--- config.mk ---
export PLATFORM = sky130hd
export DESIGN_NAME = adder_operand_driver
export DESIGN_NICKNAME = d
export VERILOG_FILES = /design/src/rtl/adder_operand_driver.sv
export SDC_FILE = /design/constraint.sdc
export NUM_CORES = 1
export LEC_CHECK = 0
export BUFFER_PORTS_ARGS = -buffer_cell sky130_fd_sc_hd__buf_2
export CAP_MARGIN = 15
export CORE_UTILIZATION = 50
export CTS_CLUSTER_SIZE = 25
export DETAILED_ROUTE_END_ITERATION = 8
export PLACE_DENSITY_LB_ADDON = 0.15
export SYNTH_ARGS = -nofsm -noshare
export SYNTH_HDL_FRONTEND = slang
export SYNTH_SLANG_ARGS = --single-unit
--- constraint.sdc ---
create_clock -name clk -period 4.15 [get_ports clk]
set_input_delay 0.2075 -clock clk [delete_from_list [all_inputs] [get_ports clk]]
set_output_delay 0.2075 -clock clk [all_outputs]
set_load 0.05 [all_outputs]
--- src/rtl/adder_operand_driver.sv ---
// Stimulus/check engine for a combinational adder: drives A/B and compares X against A+B.
// Optional simulation logging is compiled in with the ADDER_DRIVER_LOG_EN macro.
module adder_operand_driver #(
    parameter int unsigned DATA_WIDTH    = 4,
    parameter int unsigned NUM_VECTORS   = 16,
    parameter int unsigned SETTLE_CYCLES = 1,
    localparam int unsigned CW = $clog2(NUM_VECTORS + 1),
    localparam int unsigned IW = (NUM_VECTORS > 1) ? $clog2(NUM_VECTORS) : 1
) (
    input  logic                  clk,
    input  logic                  rst_n,
    input  logic                  start,
    output logic [DATA_WIDTH-1:0] A,
    output logic [DATA_WIDTH-1:0] B,
    input  logic [DATA_WIDTH:0]   X,
    output logic                  busy,
    output logic                  done,
    output logic                  pass,
    output logic [CW-1:0]         err_count,
    output logic [IW-1:0]         first_err_idx
);

    typedef enum logic [1:0] {
        IDLE,
        SETTLE,
        CHECK,
        DONE
    } state_t;

    localparam logic [IW-1:0] LAST_IDX = IW'(NUM_VECTORS - 1);
    localparam logic [7:0]    SETTLE_LOAD = 8'(SETTLE_CYCLES);

    state_t          state;
    logic [IW-1:0]   idx;
    logic [7:0]      settle_cnt;
    logic [DATA_WIDTH:0] expected;
    logic            mismatch;

    function automatic logic [DATA_WIDTH-1:0] op_a(input logic [IW-1:0] i);
        op_a = DATA_WIDTH'(i);
    endfunction

    function automatic logic [DATA_WIDTH-1:0] op_b(input logic [IW-1:0] i);
        int unsigned t;
        t    = 3 * 32'(i) + 1;
        op_b = DATA_WIDTH'(t);
    endfunction

    always_comb begin
        expected = {1'b0, A} + {1'b0, B};
        mismatch = (X != expected);
    end

    always_ff @(posedge clk or negedge rst_n) begin
        if (!rst_n) begin
            state         <= IDLE;
            idx           <= '0;
            settle_cnt    <= '0;
            A             <= '0;
            B             <= '0;
            busy          <= 1'b0;
            done          <= 1'b0;
            pass          <= 1'b0;
            err_count     <= '0;
            first_err_idx <= '0;
        end else begin
            case (state)
                IDLE, DONE: begin
                    if (start) begin
                        idx           <= '0;
                        A             <= op_a('0);
                        B             <= op_b('0);
                        err_count     <= '0;
                        first_err_idx <= '0;
                        done          <= 1'b0;
                        pass          <= 1'b0;
                        busy          <= 1'b1;
                        settle_cnt    <= SETTLE_LOAD;
                        state         <= SETTLE;
                    end
                end
                SETTLE: begin
                    // Leaving on a count of 1 gives exactly SETTLE_CYCLES cycles here.
                    settle_cnt <= settle_cnt - 8'd1;
                    if (settle_cnt <= 8'd1) begin
                        state <= CHECK;
                    end
                end
                CHECK: begin
                    if (mismatch) begin
                        err_count <= err_count + CW'(1);
                        if (err_count == '0) begin
                            first_err_idx <= idx;
                        end
                    end
                    if (idx == LAST_IDX) begin
                        busy  <= 1'b0;
                        done  <= 1'b1;
                        pass  <= (err_count == '0) && !mismatch;
                        state <= DONE;
                    end else begin
                        idx        <= idx + IW'(1);
                        A          <= op_a(idx + IW'(1));
                        B          <= op_b(idx + IW'(1));
                        settle_cnt <= SETTLE_LOAD;
                        state      <= SETTLE;
                    end
                end
                default: state <= IDLE;
            endcase
        end
    end

`ifdef ADDER_DRIVER_LOG_EN
    always_ff @(posedge clk) begin
        if (rst_n && state == CHECK) begin
            $display("%0t adder_operand_driver idx=%0d A=%0d B=%0d X=%0d exp=%0d %s",
                     $time, idx, A, B, X, expected, mismatch ? "FAIL" : "PASS");
            if (idx == LAST_IDX) begin
                $display("%0t adder_operand_driver run complete errors=%0d",
                         $time, err_count + CW'(mismatch));
            end
        end
    end
`endif

endmodule

==> results.md <==
- Worst-path clk slew: 0.09 ns
- Core Footprint: 3390 um^2
- CP max stage cell: o211ai_1
- ANT cells: 0
- Crit Path Max Fanout: 24
- Hold Crit Depth: 3
- WP data arrival: 2.88 ns
- Post-Synth Adder-Cell Area: 0.0910
- Max Cap Viol: 0
- DRT iter0 DRCs: 89
- Gr usage total: 0.229
- Fraction of layout cells with a size suffix above 1: 0.192
- Area of placed instances: 1920 um^2
- Global route overflow: 0
- Number of global-route vias before repair: 1366
- Post-Syn Area: 1790 um^2
- Die width: 61.8 um
- Crit path largest cell delay: 0.72 ns
- Overall power: 0.00129 W
- Setup crit end kind: flop
- Relative slew slack: 0.456
- Initial Utilization: 0.528
- Via Count: 1497
- Synth area leader: dfrtp_1
- # rows: 21
- H-tree levels: 2
- Commonest non-fill, non-tap cell in the layout: dfrtp_1
- Crit path depth: 6
- Largest family of logic cells by synthesized area: simple AND/OR/NAND/NOR gates
- Synth Area in Simple Gates: 0.213
- Top cells by area, synth: dfrtp_1, ha_1, nand3_1, xnor2_1, nand2_1
- First-pass GRT wire length: 6150 um
- Post-synthesis mux area share: 0
- Final ANT Viol Nets: 0
- Mean Syn Cell Area: 9.31 um^2
- EDFF count, synth: 0
- Routed WL: 3830 um
- Die ar.: 3820 um^2
- Post-DP HPWL: 2810 um
- Synth Area in XOR/XNOR: 0.0763
- Final #Nets: 239
- Worst min-delay path class: in2reg
- Final hold vios: 0
- CP startpoint kind: flop
- Input/output buffers: 27
- Number of detailed-route iterations in the first pass: 4
- Hold Worst Slack: 0.203 ns
- Fin Setup TNS: 0 ns
- Power density cells: 649 nW/um^2
- Seq cells post-synth: 29
- Fin crit period: 2.72 ns
- FMAX: 368 MHz
- VDD IR max: 0.000315 V
- Worst skew pair latency: 0.33 ns
- Antenna violations before repair: 0
- Yosys warning total: 0
- Synth Area in Compound Gates: 0.157
- Avg WL per Cell: 14.5 um
- Worst slew pin tran: 0.812 ns
- Seq/Total Area, Yosys: 0.406
- Syn_nets: 213
- Gpl congestion: 0.812
- CP Cell Sequence: inv_1, ha_1, nand3_1, o211ai_1, and2_4, o221ai_1
- Detailed-route vias per instance: 5.65
- R2r setup slk: 1.43 ns
- TritonCTS clock tree: done
- Status: completed
- CP top delay family: compound AO/OA/AOI/OAI gates
- Post-route cell area: 1990 um^2
- Die height: 61.8 um
- Critical setup path kind: reg2reg
- Most frequent cells in the layout: dfrtp_1, buf_2, nand3_1
- Syn Inst Count: 192
- Fraction of registers with async set/reset: 1.00
- Area Growth Syn to Fin: 11.4%
- Post_cts resized: 0
- Yosys cell types: 42
- CTS Buffer Depth: 2
- R2R cell count: 6
- CTS sink cnt: 29
- Setup violations, final: 0
- Root Buffer: clkbuf_4
- Most used DFF post-synth: dfrtp_1
- IO Pins: 28
- CP Data Required Time: 4.32 ns
- TritonCTS Buffers: 5
- Largest net degree at the start of global routing: 30
- Crit path buf inv count: 1
- Final period utilization: 0.655
- RSZ-0062 raised after global routing: no
- Clock Skew: 0.0120 ns
- Slew Viols, Final: 0
- # DRC: 0
- Pleak: 0.945 nW
- Synth top area share: 0.406
## logic make-up after synthesis
group / after synthesis
buffers and inverters: 22
DFF: 29
and+or+nand+nor: 74
AOI/OAI and AO/OA: 40
xor gates and xnor gates: 14
adders and majority gates: 13
## path summary, 6_finish.rpt
| check | startpoint | to |
|---|---|---|
| max reg2reg | state[0] | first_err_idx[1] |
| max in group asynchronous | rst_n | settle_cnt[0] |
| min in group asynchronous | rst_n | idx[3] |
| min | X[4] | pass |
| min reg2reg | done | done |
| max | state[0] | first_err_idx[1] |
## through the flow
| step | std cells | util | worst slack (ns) |
|---|---|---|---|
| 4_1_cts | 264 | 0.585 | 1.45 |
| 5_1_grt | 265 | 0.588 | 1.18 |
| 3_3_place_gp | 255 | 0.567 | 1.59 |
| 6_report | 265 | 0.588 | 1.43 |
| 3_5_place_dp | 255 | 0.567 | 1.46 |
| 2_1_floorplan | 192 | - | 1.86 |
## routing by layer
metal / vias to the layer above / GRT usage / share of wire
li1: 735 / - / -
met1: 718 / 0.296 / 0.46
met2: 39 / 0.361 / 0.48
met3: 5 / 0.0683 / 0.046
met4: 0 / 0.0921 / 0.014
met5: - / 0 / 0
## sequential cells by signal, indices dropped and copies added (netlist names)
signal         cells
err_count          5
B                  4
state              2
idx                3
first_err_idx      4
busy               1
settle_cnt         8
pass               1
done               1
## power breakdown
part | switching, W | internal [W] | leakage, nW
logic | 0.000483 | 0.000233 | 0.527
clock network | 0.0000996 | 0.0000644 | 0.0320
registers | 0.0000645 | 0.000348 | 0.386
total | 0.000647 | 0.000645 | 0.945
## Yosys cell counts, types with 2 or more instances
master / n
nand3b_1: 2
ha_1: 13
nor3_1: 6
clkbuf_1: 6
nand3_1: 23
o41ai_1: 2
o21ai_0: 11
a21oi_1: 8
or3_1: 2
o21ai_1: 2
nor2_1: 9
nor2b_1: 2
inv_1: 12
o211ai_1: 2
nand2_1: 19
nand2b_1: 2
a22o_1: 3
dfrtp_1: 29
xnor2_1: 11
xor2_1: 2
o221ai_1: 4
buf_6: 2
## area by class of cell
cell class	instances	area (um^2)
timing repair buffer	29	153
clock buffer	6	41.3
multi-input combinational	141	960
clock inverter	2	10.0
inverter	12	45.0
tap	46	57.6
sequential	29	726
fill	304	1400
## repair_timing
action,CTS,global route
endpoints found under the hold margin,29,0
setup buffers,0,0
hold buffers,1,0
endpoints found under the setup margin,0,0
## tightest hold or removal path: cells and delay by family
kind	cells	cell delay, ns
xor+xnor	1	0.11
compound gates	1	0.07
buf+inv	1	0.11
No activity file was read; power rests on OpenSTA's default activity.
